<file path="src/rtl/dla_clock_cross_req_arbiter_pkg.sv">
// Shared types and helpers for the round-robin clock-crossing request arbiter.
// Holds the FSM state encoding and the find-first-from-pointer search.
package dla_clock_cross_req_arbiter_pkg;

  typedef enum logic [1:0] {
    IDLE        = 2'd0,
    WAIT_ACK_HI = 2'd1,
    WAIT_ACK_LO = 2'd2
  } state_t;

  // Upper bound on requesters the search function can scan.
  localparam int RR_MAX   = 64;
  localparam int RR_IDX_W = 6;

  // Returns the first set bit of valid at or after ptr (wrapping within n), or -1.
  // Scanning from the far end lets the nearest candidate overwrite the result.
  function automatic int rr_pick(input logic [RR_MAX-1:0] valid, input int ptr, input int n);
    int idx;
    rr_pick = -1;
    for (int i = RR_MAX - 1; i >= 0; i--) begin
      if (i < n) begin
        idx = ptr + i;
        if (idx >= n) idx = idx - n;
        if (valid[idx[RR_IDX_W-1:0]]) rr_pick = idx;
      end
    end
  endfunction

endpackage

</file>
<file path="src/rtl/dla_clock_cross_half_sync.sv">
// Multi-flop level synchronizer for a signal arriving from another clock domain.
// Cleared asynchronously by an active-low reset that the caller keeps synchronous to clk_dst.
module dla_clock_cross_half_sync
  import dla_clock_cross_req_arbiter_pkg::*;
#(
  parameter int METASTABILITY_STAGES = 3
) (
  input  logic clk_dst,
  input  logic i_dst_async_resetn,
  input  logic i_async,
  output logic o_sync
);

  logic [METASTABILITY_STAGES-1:0] sync_q;

  always_ff @(posedge clk_dst or negedge i_dst_async_resetn) begin
    if (!i_dst_async_resetn) sync_q <= '0;
    else                     sync_q <= {sync_q[METASTABILITY_STAGES-2:0], i_async};
  end

  assign o_sync = sync_q[METASTABILITY_STAGES-1];

endmodule

</file>
<file path="src/rtl/dla_clock_cross_req_arbiter.sv">
// Round-robin arbiter sharing one 4-phase req/ack clock-crossing channel among NUM_REQ requesters.
// Optional handshake watchdog: define DLA_CLOCK_CROSS_REQ_ARBITER_WATCHDOG_EN.
module dla_clock_cross_req_arbiter
  import dla_clock_cross_req_arbiter_pkg::*;
#(
  parameter int NUM_REQ              = 4,
  parameter int DATA_WIDTH           = 32,
  parameter int METASTABILITY_STAGES = 3,
  parameter int TIMEOUT_CYCLES       = 1024
) (
  input  logic                            clk,
  input  logic                            i_sclr,
  input  logic [NUM_REQ-1:0]              i_req_valid,
  input  logic [NUM_REQ*DATA_WIDTH-1:0]   i_req_data,
  output logic [NUM_REQ-1:0]              o_req_ready,
  output logic                            o_xfer_req,
  output logic [DATA_WIDTH-1:0]           o_xfer_data,
  output logic [$clog2(NUM_REQ)-1:0]      o_xfer_id,
  input  logic                            i_xfer_ack_async,
  output logic                            o_busy,
  output logic                            o_timeout
);

  localparam int ID_W = $clog2(NUM_REQ);

  if (NUM_REQ < 2 || NUM_REQ > RR_MAX) begin : g_bad_num_req
    $error("NUM_REQ must be in 2..%0d", RR_MAX);
  end
  if (METASTABILITY_STAGES < 2) begin : g_bad_stages
    $error("METASTABILITY_STAGES must be >= 2");
  end
  if (TIMEOUT_CYCLES < 1) begin : g_bad_timeout
    $error("TIMEOUT_CYCLES must be >= 1");
  end

  state_t                state;
  state_t                state_next;
  logic                  sync_rst_n;
  logic                  ack_sync;
  logic [ID_W-1:0]       rr_ptr;
  logic [RR_MAX-1:0]     valid_ext;
  int                    pick;
  logic                  found;
  logic [ID_W-1:0]       winner;
  logic                  grant;
  logic [NUM_REQ-1:0]    ready;
  logic [DATA_WIDTH-1:0] win_data;

  // Registered release keeps the synchronizer reset aligned to clk edges.
  always_ff @(posedge clk) sync_rst_n <= ~i_sclr;

  dla_clock_cross_half_sync #(
    .METASTABILITY_STAGES(METASTABILITY_STAGES)
  ) u_ack_sync (
    .clk_dst           (clk),
    .i_dst_async_resetn(sync_rst_n),
    .i_async           (i_xfer_ack_async),
    .o_sync            (ack_sync)
  );

  assign valid_ext = RR_MAX'(i_req_valid);

  always_comb begin
    pick   = rr_pick(valid_ext, int'(rr_ptr), NUM_REQ);
    found  = (pick >= 0);
    winner = pick[ID_W-1:0];
  end

  assign win_data = i_req_data[winner*DATA_WIDTH +: DATA_WIDTH];

  // A stale high ack (e.g. left over from a reset mid-handshake) blocks new grants.
  always_comb begin
    state_next = state;
    ready      = '0;
    grant      = 1'b0;
    case (state)
      IDLE: begin
        if (!ack_sync && found && !i_sclr) begin
          grant         = 1'b1;
          ready[winner] = 1'b1;
          state_next    = WAIT_ACK_HI;
        end
      end
      WAIT_ACK_HI: if (ack_sync)  state_next = WAIT_ACK_LO;
      WAIT_ACK_LO: if (!ack_sync) state_next = IDLE;
      default:                    state_next = IDLE;
    endcase
  end

  always_ff @(posedge clk) begin
    if (i_sclr) begin
      state       <= IDLE;
      o_xfer_req  <= 1'b0;
      o_xfer_data <= '0;
      o_xfer_id   <= '0;
      rr_ptr      <= '0;
    end else begin
      state <= state_next;
      if (grant) begin
        o_xfer_req  <= 1'b1;
        o_xfer_data <= win_data;
        o_xfer_id   <= winner;
        rr_ptr      <= (winner == ID_W'(NUM_REQ - 1)) ? '0 : winner + 1'b1;
      end else if (state == WAIT_ACK_HI && ack_sync) begin
        o_xfer_req <= 1'b0;
      end
    end
  end

  assign o_req_ready = ready;
  assign o_busy      = (state != IDLE);

`ifdef DLA_CLOCK_CROSS_REQ_ARBITER_WATCHDOG_EN
  localparam int WD_W = $clog2(TIMEOUT_CYCLES + 1);

  logic [WD_W-1:0] wd_cnt;
  logic            timeout_q;

  // Counter restarts on every state entry; the flag only reports, it never aborts the FSM.
  always_ff @(posedge clk) begin
    if (i_sclr) begin
      wd_cnt    <= '0;
      timeout_q <= 1'b0;
    end else begin
      if (state_next != state) begin
        wd_cnt <= '0;
      end else if (state != IDLE && wd_cnt != WD_W'(TIMEOUT_CYCLES)) begin
        wd_cnt <= wd_cnt + 1'b1;
      end
      if (state != IDLE && state_next == state && wd_cnt == WD_W'(TIMEOUT_CYCLES - 1))
        timeout_q <= 1'b1;
    end
  end

  assign o_timeout = timeout_q;
`else
  assign o_timeout = 1'b0;
`endif

endmodule

</file>
<file path="config.mk">
export PLATFORM = sky130hd
export DESIGN_NAME = dla_clock_cross_req_arbiter
export DESIGN_NICKNAME = d
export VERILOG_FILES = /design/src/rtl/dla_clock_cross_req_arbiter_pkg.sv /design/src/rtl/dla_clock_cross_half_sync.sv /design/src/rtl/dla_clock_cross_req_arbiter.sv
export SDC_FILE = /design/constraint.sdc
export NUM_CORES = 1
export LEC_CHECK = 0
export ABC_AREA = 0
export ABC_CLOCK_PERIOD_IN_PS = 5000
export BUFFER_PORTS_ARGS = -buffer_cell sky130_fd_sc_hd__buf_4
export CAP_MARGIN = 40
export CORE_ASPECT_RATIO = 0.75
export CORE_MARGIN = 5
export CORE_UTILIZATION = 53
export DETAILED_ROUTE_END_ITERATION = 8
export PLACE_DENSITY = 0.88
export SYNTH_ARGS = -nofsm -noshare
export SYNTH_HDL_FRONTEND = slang
export SYNTH_SLANG_ARGS = --single-unit
</file>
<file path="constraint.sdc">
create_clock -name clk -period 5 [get_ports clk]
set_input_delay 0.25 -clock clk [delete_from_list [all_inputs] [get_ports clk]]
set_output_delay 0.25 -clock clk [all_outputs]
set_load 0.02 [all_outputs]
</file>
==> impl_results.md <==
- Status: complete, no violations
- H-tree depth: 2
- Sequential Power Share: 29.9%
- Clock Path Buffers: 2
- Critical path startpoint category: register
- Crit path from: rr_ptr[0]
- Avg Cell Area, Syn: 8.73 um^2
- Ant diodes: 0
- Critical Path Sink Type: output pin
- RSZ-0062 raised after global routing: false
- Number of synthesized flops with an enable pin: 0
- Simple-gate portion of the synthesized area: 14.8%
- YS warnings: 0
- Root buffer selected by CTS: clkbuf_8
- Clock power frac: 16.2%
- Post-CTS sizing: 0
- Port Buffers: 174
- Fillers: 578
- Switching share of power: 41.3%
- # IOs: 176
- Initial antenna violation count: 0
- Commonest non-fill, non-tap cells in the layout: 189 x buf_4, 59 x a211oi_1, 39 x dfxtp_1, 36 x nand2b_1, 34 x mux2i_1
- Most common cell after layout, fill and taps aside: buf_4
- RePlAce Congestion: 0.977
- Period Utilization, post-route: 74.7%
- Rows: 27
- Max Clk Rate: 0.268 GHz
- Hold_buf cts: 0
- Max_cap viols: 0
- Count of cell types in the netlist: 52
- Max VDD drop: 0.140 mV
- Multi-input gate area: 2960 um^2
- Post-Syn Area: 4110 um^2
- Post-Synthesis Cells: 471
- Final instance area: 5510 um^2
- Psw: 0.000605 W
- LEAKAGE: 2.40 nW
- Per-cell routed wire length: 21.2 um
- Register Area: 880 um^2
- Later-pin clock latency in the skew report: 300 ps
- Vias in the first global route: 4770
- Flop2flop setup slack: 1300 ps
- Core area: 7430 um^2
- Power share of the combinational group: 53.9%
- Setup tns final: 0 ps
- Synth Area in Adders: 2.74%
- Routed Antenna Nets: 0
- Drt total wl: 15100 um
- Internal: 0.000860 W
- Mux cell area share after synthesis: 9.98%
- Global-route wire length before repair: 24100 um
- Final setup fails: 0
- Grt ovf: 0
- Overall global routing resource usage: 29.8%
- Pre-antenna DRT Iters: 5
- WP data required: 4750 ps
- Primary FF master, synth: dfxtp_1
- Initial Utilization: 55.3%
- Crit path max fanout: 80
- Drt initial violations: 462
- Flops & latches, synth: 43
- Final core utilization: 74.1%
- Max-slew headroom: 37.4%
- Setup Skew: 8.56 ps
- Drc violations: 0
- Worst Path Arrival: 3490 ps
- Seq/Total Area, Yosys: 21.3%
- Fin worst setup slack: 1260 ps
- DP HPWL: 11200 um
- Clock Sinks: 43
- Final slew viol count: 0
- Largest family of logic cells by synthesized area: compound AO/OA/AOI/OAI gates
- Critical path type: reg2out
- Vias/cell: 6.78
- Share of cells above drive strength 1: 36.7%
- Compound-cell area share of the yosys netlist: 43.0%
- CTS tree: built
- P&R area growth vs syn: 34.0%
- Reg-to-reg endpoint: o_xfer_data[2]
- Die W: 112 um
- # Post-CTS Setup Buffers: 0
- Pwr dens: 266 nW/um^2
- Pre-CTS WS: 1420 ps
- Layout net count: 756
- Post-synth net total: 615
- Ys async rst share: 6.98%
- Slew at the pin with the worst max-slew slack: 937 ps
- Reg2Reg Depth: 9
- XOR/XNOR Fraction of Synth Area: 0.213%
- Fin crit period: 3740 ps
- Clk slew on worst S/H paths: 80 ps
- Number of buffers created by CTS: 5
- DR vias: 4844
- Hold Path Class: reg2async
- Largest net degree at the start of global routing: 81
- Area after DPL: 5420 um^2
- DIE HEIGHT: 86.3 um
- R2R Path Start: rr_ptr[0]
- Crit path to: o_req_ready[1]
- Die ar.: 9630 um^2
- Final Hold Viols: 0
## synthesized netlist by cell type, types with 2 or more instances
master,n,area share [%]
a211oi_1,59,11
dfxtp_1,40,19
nand2b_1,36,5.5
mux2i_1,35,8.5
nor2b_1,33,5.0
a211o_1,31,6.6
a221oi_1,31,6.6
o22ai_1,31,4.7
o32ai_1,31,6.6
buf_2,26,3.2
clkbuf_1,21,1.9
ha_1,9,2.7
inv_1,8,0.73
a21oi_1,7,0.85
buf_6,7,1.9
a211oi_2,6,1.8
o21ai_0,6,0.73
and2_1,5,0.76
mux2_2,4,1.1
nor3_1,4,0.49
dfrtp_1,3,1.8
nand2_1,3,0.27
nor2_1,3,0.27
a2111oi_0,2,0.43
o211ai_1,2,0.37
or2_2,2,0.30
## power groups by stage
stage / clock [W] / combinational (W) / sequential [W]
detailed placement: 0 / 0.000780 / 0.000444
floorplan: 0 / 0.000438 / 0.000500
global route: 0.000252 / 0.000849 / 0.000443
global placement: 0 / 0.000754 / 0.000443
CTS: 0.000238 / 0.000782 / 0.000437
finish: 0.000237 / 0.000790 / 0.000438
## cell type report
type,count,area share [%]
Multi-Input combinational cell,365,53.8
Timing Repair Buffer,189,25.8
Clock inverter,1,0.0909
Sequential cell,43,16.0
Clock buffer,7,1.57
Tap cell,101,2.29
Inverter,8,0.545
## worst min path at each step
stage,cells after the start,start,to
floorplan,0,sync_rst_n,u_ack_sync.sync_q[0]
global placement,0,sync_rst_n,u_ack_sync.sync_q[2]
detailed placement,0,sync_rst_n,u_ack_sync.sync_q[0]
CTS,0,sync_rst_n,u_ack_sync.sync_q[0]
global route,1,i_xfer_ack_async,u_ack_sync.sync_q[0]
finish,0,sync_rst_n,u_ack_sync.sync_q[0]
## sequential cells by signal, summed over array words and instances, names as in the netlist
name / count
state: 2
u_ack_sync.sync_q: 3
o_xfer_req: 1
rr_ptr: 2
o_xfer_id: 2
o_xfer_data: 32
sync_rst_n: 1
## critical path: stages (launching register included)
cell      delay [ps]
dfxtp_4          350
buf_4            680
ha_1             310
nor2b_1           90
nor3_2           470
a211oi_4          70
o21ai_0          480
inv_1            170
ha_1             220
and2_1           150
buf_4            160
## through the flow
step,hold WS [ps],cells,total power [W]
after floorplan,9.73,471,0.000938
after global placement,21.1,706,0.00120
after detailed placement,28.9,706,0.00122
after CTS,41.5,714,0.00146
after global routing,48.9,714,0.00154
final,35.0,714,0.00147
## kinds of logic (layout without fill, tap and decap cells)
family / count (synthesis) / in the layout
multiplexers: 40 / 40
other: 1 / 1
AO/OA/AOI/OAI: 218 / 218
adder cells (fa/ha/maj): 9 / 9
XOR/XNOR: 1 / 1
buffers and inverters: 63 / 205
AND/OR/NAND/NOR: 96 / 96
flip-flops: 43 / 43
## per-layer routing
layer  vias up  global-route usage, %  wire [um]
li1       2205                      -          -
met1      2249                   38.9       6210
met2       345                   49.0       6890
met3        45                   6.91       1670
met4         0                   9.83        371
met5         -                      0          0
Power figures use the tool's default switching activity.
